## src/rtl/arb_pkg.sv

```systemverilog
// Shared definitions for the two-port memory arbiter.
//   PORT_CPU / PORT_AUX : port ids (stack CPU, secondary master)
//   lock_state_e        : lock FSM states
//   ADDR_W / DATA_W     : default word-address and data widths
package arb_pkg;
  localparam int ADDR_W = 15;
  localparam int DATA_W = 16;
  localparam int CNT_W  = 8;

  localparam logic PORT_CPU = 1'b0;
  localparam logic PORT_AUX = 1'b1;

  typedef enum logic {
    UNLOCKED = 1'b0,
    LOCKED   = 1'b1
  } lock_state_e;
endpackage

```

## src/rtl/arb_rr2.sv

```systemverilog
// 2-way round-robin grant logic with an ownership lock.
//   clk, rst_n : clock, async active-low reset
//   req[1:0]   : per-port request
//   lock[1:0]  : per-port "keep ownership after this grant"
//   gnt[1:0]   : one-hot grant, combinational in the request cycle
// The lock is held for at most LOCK_MAX consecutive grants; the grant that
// reaches LOCK_MAX is still issued and then the lock drops.
module arb_rr2 #(
  parameter int LOCK_MAX = 8
) (
  input  logic       clk,
  input  logic       rst_n,
  input  logic [1:0] req,
  input  logic [1:0] lock,
  output logic [1:0] gnt
);
  import arb_pkg::*;

  localparam logic [CNT_W-1:0] LMAX = CNT_W'(LOCK_MAX);

  lock_state_e      state_q, state_d;
  logic             owner_q, owner_d;
  logic             last_q, last_d;
  logic [CNT_W-1:0] cnt_q, cnt_d;
  logic             any, win;

  // Grant selection; nothing is granted while reset is asserted so no
  // write can reach the RAM during reset.
  always_comb begin
    gnt = '0;
    any = 1'b0;
    win = last_q;
    if (rst_n) begin
      if (state_q == LOCKED) begin
        if (req[owner_q]) begin
          any = 1'b1;
          win = owner_q;
        end
      end else if (req[0] && req[1]) begin
        any = 1'b1;
        win = ~last_q;
      end else if (req[0]) begin
        any = 1'b1;
        win = PORT_CPU;
      end else if (req[1]) begin
        any = 1'b1;
        win = PORT_AUX;
      end
    end
    if (any) gnt[win] = 1'b1;
  end

  always_comb begin
    state_d = state_q;
    owner_d = owner_q;
    cnt_d   = cnt_q;
    last_d  = last_q;
    if (any) begin
      last_d = win;
      if (lock[win]) begin
        state_d = LOCKED;
        owner_d = win;
        cnt_d   = (state_q == LOCKED) ? cnt_q + 1'b1 : CNT_W'(1);
        if (cnt_d >= LMAX) begin
          state_d = UNLOCKED;
          cnt_d   = '0;
        end
      end else begin
        state_d = UNLOCKED;
        cnt_d   = '0;
      end
    end else if (state_q == LOCKED) begin
      // owner let go of its request
      state_d = UNLOCKED;
      cnt_d   = '0;
    end
  end

  always_ff @(posedge clk or negedge rst_n) begin
    if (!rst_n) begin
      state_q <= UNLOCKED;
      owner_q <= PORT_CPU;
      last_q  <= PORT_AUX;   // CPU wins the first contention
      cnt_q   <= '0;
    end else begin
      state_q <= state_d;
      owner_q <= owner_d;
      last_q  <= last_d;
      cnt_q   <= cnt_d;
    end
  end
endmodule

```

## src/rtl/mem_port_arbiter.sv

```systemverilog
// Shares one synchronous single-port word RAM between the stack CPU (m0)
// and a secondary master (m1). One access per cycle, 1-cycle read latency.
//   mX_req/wr/lock/addr/wdata : master request side
//   mX_gnt                    : access accepted this cycle (combinational)
//   mX_rvalid/rdata           : read return, cycle after the grant
//   mem_addr/wdata/we/rdata   : RAM side (RAM must be write-first)
// Build option ARB_STATS_EN adds stat_clr, stat_gnt0, stat_gnt1 and
// stat_conflict (16-bit saturating counters).
module mem_port_arbiter #(
  parameter int ADDR_W   = arb_pkg::ADDR_W,
  parameter int DATA_W   = arb_pkg::DATA_W,
  parameter int LOCK_MAX = 8
) (
  input  logic              clk,
  input  logic              rst_n,
  input  logic              m0_req,
  input  logic              m0_wr,
  input  logic              m0_lock,
  input  logic [ADDR_W-1:0] m0_addr,
  input  logic [DATA_W-1:0] m0_wdata,
  output logic              m0_gnt,
  output logic              m0_rvalid,
  output logic [DATA_W-1:0] m0_rdata,
  input  logic              m1_req,
  input  logic              m1_wr,
  input  logic              m1_lock,
  input  logic [ADDR_W-1:0] m1_addr,
  input  logic [DATA_W-1:0] m1_wdata,
  output logic              m1_gnt,
  output logic              m1_rvalid,
  output logic [DATA_W-1:0] m1_rdata,
  output logic [ADDR_W-1:0] mem_addr,
  output logic [DATA_W-1:0] mem_wdata,
  output logic              mem_we,
  input  logic [DATA_W-1:0] mem_rdata
`ifdef ARB_STATS_EN
  ,
  input  logic              stat_clr,
  output logic [15:0]       stat_gnt0,
  output logic [15:0]       stat_gnt1,
  output logic [15:0]       stat_conflict
`endif
);
  import arb_pkg::*;

  logic [1:0]             gnt;
  logic [ADDR_W-1:0]      addr_q;
  logic [DATA_W-1:0]      wdata_q;
  logic                   rd_pend_q, rd_port_q;
  logic [1:0][DATA_W-1:0] rdata_q;

  arb_rr2 #(.LOCK_MAX(LOCK_MAX)) u_rr (
    .clk  (clk),
    .rst_n(rst_n),
    .req  ({m1_req, m0_req}),
    .lock ({m1_lock, m0_lock}),
    .gnt  (gnt)
  );

  assign m0_gnt = gnt[PORT_CPU];
  assign m1_gnt = gnt[PORT_AUX];

  // Address/data follow the winner; they hold the last granted values
  // when idle so the RAM address bus stays quiet.
  always_comb begin
    mem_addr  = addr_q;
    mem_wdata = wdata_q;
    mem_we    = 1'b0;
    if (gnt[PORT_CPU]) begin
      mem_addr  = m0_addr;
      mem_wdata = m0_wdata;
      mem_we    = m0_wr;
    end else if (gnt[PORT_AUX]) begin
      mem_addr  = m1_addr;
      mem_wdata = m1_wdata;
      mem_we    = m1_wr;
    end
  end

  always_ff @(posedge clk or negedge rst_n) begin
    if (!rst_n) begin
      addr_q    <= '0;
      wdata_q   <= '0;
      rd_pend_q <= 1'b0;
      rd_port_q <= PORT_CPU;
      rdata_q   <= '0;
    end else begin
      if (|gnt) begin
        addr_q  <= mem_addr;
        wdata_q <= mem_wdata;
      end
      rd_pend_q <= (|gnt) & ~mem_we;
      rd_port_q <= gnt[PORT_AUX];
      if (rd_pend_q) rdata_q[rd_port_q] <= mem_rdata;
    end
  end

  // RAM data passes straight through in the return cycle, then is held.
  assign m0_rvalid = rd_pend_q & (rd_port_q == PORT_CPU);
  assign m1_rvalid = rd_pend_q & (rd_port_q == PORT_AUX);
  assign m0_rdata  = m0_rvalid ? mem_rdata : rdata_q[PORT_CPU];
  assign m1_rdata  = m1_rvalid ? mem_rdata : rdata_q[PORT_AUX];

`ifdef ARB_STATS_EN
  always_ff @(posedge clk or negedge rst_n) begin
    if (!rst_n) begin
      stat_gnt0     <= '0;
      stat_gnt1     <= '0;
      stat_conflict <= '0;
    end else if (stat_clr) begin
      stat_gnt0     <= '0;
      stat_gnt1     <= '0;
      stat_conflict <= '0;
    end else begin
      if (gnt[PORT_CPU] && stat_gnt0 != 16'hFFFF) stat_gnt0 <= stat_gnt0 + 16'd1;
      if (gnt[PORT_AUX] && stat_gnt1 != 16'hFFFF) stat_gnt1 <= stat_gnt1 + 16'd1;
      if (m0_req && m1_req && stat_conflict != 16'hFFFF)
        stat_conflict <= stat_conflict + 16'd1;
    end
  end
`endif
endmodule

```

## config.mk

```make
export PLATFORM = sky130hd
export DESIGN_NAME = mem_port_arbiter
export DESIGN_NICKNAME = d
export VERILOG_FILES = /design/src/rtl/arb_pkg.sv /design/src/rtl/arb_rr2.sv /design/src/rtl/mem_port_arbiter.sv
export SDC_FILE = /design/constraint.sdc
export NUM_CORES = 1
export LEC_CHECK = 0
export ABC_AREA = 1
export CAP_MARGIN = 10
export CELL_PAD_IN_SITES_DETAIL_PLACEMENT = 1
export CELL_PAD_IN_SITES_GLOBAL_PLACEMENT = 1
export CORE_UTILIZATION = 26
export DETAILED_ROUTE_END_ITERATION = 6
export PLACE_DENSITY_LB_ADDON = 0.1
export SYNTH_ARGS = -nofsm -noshare
export SYNTH_HDL_FRONTEND = slang
export SYNTH_SLANG_ARGS = --single-unit
```

## constraint.sdc

```tcl
create_clock -name clk -period 2.1 [get_ports clk]
set_clock_uncertainty 0.1 [all_clocks]
set_input_delay 0.63 -clock clk [delete_from_list [all_inputs] [get_ports clk]]
set_output_delay 0.63 -clock clk [all_outputs]
set_load 0.02 [all_outputs]
```

==> summary.log <==
INFO  status         outcome=finished, violations left
INFO  status         violations_in_the_final_reports=setup timing
INFO  critical_path  worstSetupStartpointType=register
INFO  cells_and_area diodes=0
INFO  placed_design  numPortBuffers=153
INFO  pwr            max-vdd-ir-drop=0.546mV
INFO  clock_tree     cts.htree.levels=3
INFO  cells_and_area layout_commonest_cell=sky130_fd_sc_hd__buf_4
INFO  cells_and_area fillers=1,393
INFO  clock_tree     clkLatencyLatePin=340ps
INFO  yosys          mappedNetlistNets=510
INFO  grt            grt_start_max_net_pins=62
INFO  detailed_routing 1st_pass_router_iterations=4
INFO  sta            slew_viol_final=0
INFO  floorplanning  num_rows=41
INFO  clock_tree     clock-sinks=76
INFO  yosys          synth_ff_type=sky130_fd_sc_hd__dfrtp_1
INFO  yosys          post_synth_instance_area=3430um2
INFO  pwr            design_power_total=9.53mW
INFO  cells_and_area layout.nets=796
INFO  pwr            power_density_over_cell_area=1220nW/um2
INFO  detailed_routing violation_count_after_the_first_detailed_routing_iteration=152
INFO  grt            grt-ovfl-total=0
INFO  yosys          ys_seq_elements=76
INFO  clock_tree     clock_tree.root_cell=sky130_fd_sc_hd__clkbuf_16
INFO  cells_and_area finalCoreUtilization=61.5%
INFO  cells_and_area layout_common_cells=sky130_fd_sc_hd__buf_4, sky130_fd_sc_hd__dfrtp_1, sky130_fd_sc_hd__buf_6, sky130_fd_sc_hd__nand2_1, sky130_fd_sc_hd__clkdlybuf4s50_1
INFO  yosys          synthesis.area_per_instance=8.11um2
INFO  detailed_routing number_of_vias_per_cell_after_detailed_routing=4.64
INFO  clock_tree     cts_tree=built
INFO  run            maxCapViolations=0
INFO  sta            final_critical_path_setup_slack=-672ps
INFO  sta            final.period_utilization=132%
INFO  detailed_routing remaining_drc_errors=0
INFO  sta            timing.fmax=0.361GHz
INFO  placed_design  final_replace_weighted_congestion=0.778
INFO  yosys          synth_async_sr_flop_share=100%
INFO  yosys          synth_top_area_share=54.7%
INFO  critical_path  cp-end-kind=output pin
INFO  placed_design  dp_hpwl=8660um
INFO  grt            grt_util_all_layers=19.6%
INFO  yosys          synth.lib_cells_used.distinct=19
INFO  yosys          synth-edff-count=0
INFO  floorplanning  top_level_ports=154
INFO  sta            fin_tns_setup=-24,960ps
INFO  detailed_routing via_count=4,109
INFO  critical_path  cp.required=1370ps
INFO  yosys          synth.area.top_cells=sky130_fd_sc_hd__dfrtp_1, sky130_fd_sc_hd__nand2_1, sky130_fd_sc_hd__nand3_1
INFO  floorplanning  die_area=13,700um2
INFO  detailed_routing detail-route-antenna-nets=0
INFO  floorplanning  core_area=12,700um2
INFO  cells_and_area synth_to_final_area_change=128%
INFO  grt            grt_first_pass_wirelength=20,500um
INFO  yosys          post_synth_inst_count=423
INFO  yosys          post_synthesis_cell_type_with_the_largest_combined_area=sky130_fd_sc_hd__dfrtp_1
INFO  floorplanning  die_width=117um
INFO  clock_tree     max-clock-path-buffers=2
INFO  clock_tree     cts_buffers=9
INFO  placed_design  pre_cts_slack=-1490ps
INFO  sta            worst_slew_margin_rel=46.3%
INFO  sta            unrepaired_setup_endpoints_after_global_routing=yes
INFO  min_path       timing.hold.worst.class=in2async
INFO  detailed_routing detail_route.wl_per_cell=18.2um
INFO  clock_tree     cts-hold-fix-buffers=0
INFO  placed_design  dpl.cell_count=822
INFO  grt            number_of_antenna_violations_at_the_first_check_in_global_routing=0
INFO  cells_and_area final_cell_count_no_fill=886
INFO  floorplanning  start_util=27.0%
INFO  yosys          yosys_warnings=0
INFO  grt            grt_pass1_vias=4,293
INFO  floorplanning  floorplan.die.height=117um
INFO  clock_tree     worst_setup_hold_path_clk_slew=60ps
INFO  cells_and_area layout-drive-gt1-share=57.7%
INFO  sta            final.min_clock_period=2770ps
INFO  detailed_routing wirelength=16,100um
INFO  critical_path  timing.critical_path.arrival=2040ps
INFO  sta            hold_viol=0
INFO  sta            setup-violations-final=67
INFO  critical_path  critPathMaxFanout=6
INFO  critical_path  worstSetupPathType=reg2out
INFO  sta            tightest_slew=805ps
INFO  pwr            leakagePower=3.93nW
INFO  yosys          seq_area_frac_synth=55.5%
## power by group
part | internal, mW | total, mW | switching [mW]
logic | 2.82 | 5.48 | 2.66
registers | 2.01 | 2.32 | 0.315
clock network | 1.05 | 1.72 | 0.672
## repair_timing
item | in CTS | in global routing
cloned | 4 | 10
endpoints found under the setup margin | 99 | 68
setup buffers | 19 | 17
gates resized for setup | 545 | 143
hold endpoints to repair | 0 | 0
pin swaps | 24 | 28
## through the flow
stage,hold WS (ps),instance area (um2)
floorplan,234,3650
global placement,353,6030
detailed placement,359,6030
CTS,195,6910
global route,222,7820
finish,222,7820
## flip-flops by register name, summed over array words and instances (netlist names)
signal	cells
u_rr.last_q	1
rdata_q	32
rd_pend_q	1
u_rr.cnt_q	8
u_rr.owner_q	1
rd_port_q	1
addr_q	15
u_rr.state_q	1
wdata_q	16
## worst max-delay path, cell delays in order, from the launching register on
cell	delay, ps
sky130_fd_sc_hd__dfstp_2	580
sky130_fd_sc_hd__nand2_1	80
sky130_fd_sc_hd__nand2_2	80
sky130_fd_sc_hd__nand3_4	80
sky130_fd_sc_hd__buf_6	130
sky130_fd_sc_hd__a21oi_4	150
sky130_fd_sc_hd__buf_12	160
sky130_fd_sc_hd__clkbuf_16	160
sky130_fd_sc_hd__nand2_1	80
sky130_fd_sc_hd__nand3_2	80
sky130_fd_sc_hd__buf_6	120
## cells by family (layout without fill, tap and decap cells)
logic type | count (synthesis) | after routing | synth area share [%]
AO/OA/AOI/OAI | 38 | 38 | 5.94
adder cells (fa/ha/maj) | 1 | 1 | 0.365
buffers and inverters | 53 | 344 | 6.64
flip-flops | 76 | 76 | 55.5
AND/OR/NAND/NOR | 255 | 255 | 31.6
## area by class of cell
| class | instances | area [um2] | area share (%) |
|---|---|---|---|
| Clock buffer | 9 | 225 | 2.88 |
| Clock inverter | 7 | 98.8 | 1.26 |
| Inverter | 37 | 146 | 1.87 |
| Multi-Input combinational cell | 294 | 2250 | 28.8 |
| Sequential cell | 76 | 1910 | 24.4 |
| Tap cell | 172 | 215 | 2.75 |
| Timing Repair Buffer | 291 | 2980 | 38.0 |
## routing by layer
metal / track usage (%) / part of all wire (%)
met3: 3.91 / 4.8
met4: 5.99 / 1.4
met2: 36.5 / 54
met1: 22.6 / 40
met5: 0 / 0
## worst paths after layout
| path | from | endpoint | slack (ps) | cells after the start |
|---|---|---|---|---|
| setup / recovery | u_rr.last_q | mem_wdata[8] | -670 | 10 |
| hold / removal | rst_n | u_rr.cnt_q[0] | 220 | 2 |
| setup reg to reg | u_rr.last_q | rd_pend_q | 90 | 13 |
| hold reg to reg | rdata_q[15] | rdata_q[15] | 400 | 2 |
| max in group asynchronous | rst_n | rd_pend_q | 840 | 2 |
| min in group clk | rdata_q[15] | rdata_q[15] | 400 | 2 |
## Yosys cell counts, types with 2 or more instances
library cell and n:
sky130_fd_sc_hd__nor2_1 16, sky130_fd_sc_hd__dfrtp_1 75, sky130_fd_sc_hd__clkbuf_1 8, sky130_fd_sc_hd__buf_4 7, sky130_fd_sc_hd__a21oi_1 2, sky130_fd_sc_hd__o21ai_0 34
sky130_fd_sc_hd__nor2_4 2, sky130_fd_sc_hd__inv_1 36, sky130_fd_sc_hd__nand2_1 159, sky130_fd_sc_hd__nand3_1 70, sky130_fd_sc_hd__nand4_1 6
No activity file was read; power rests on OpenSTA's default activity.
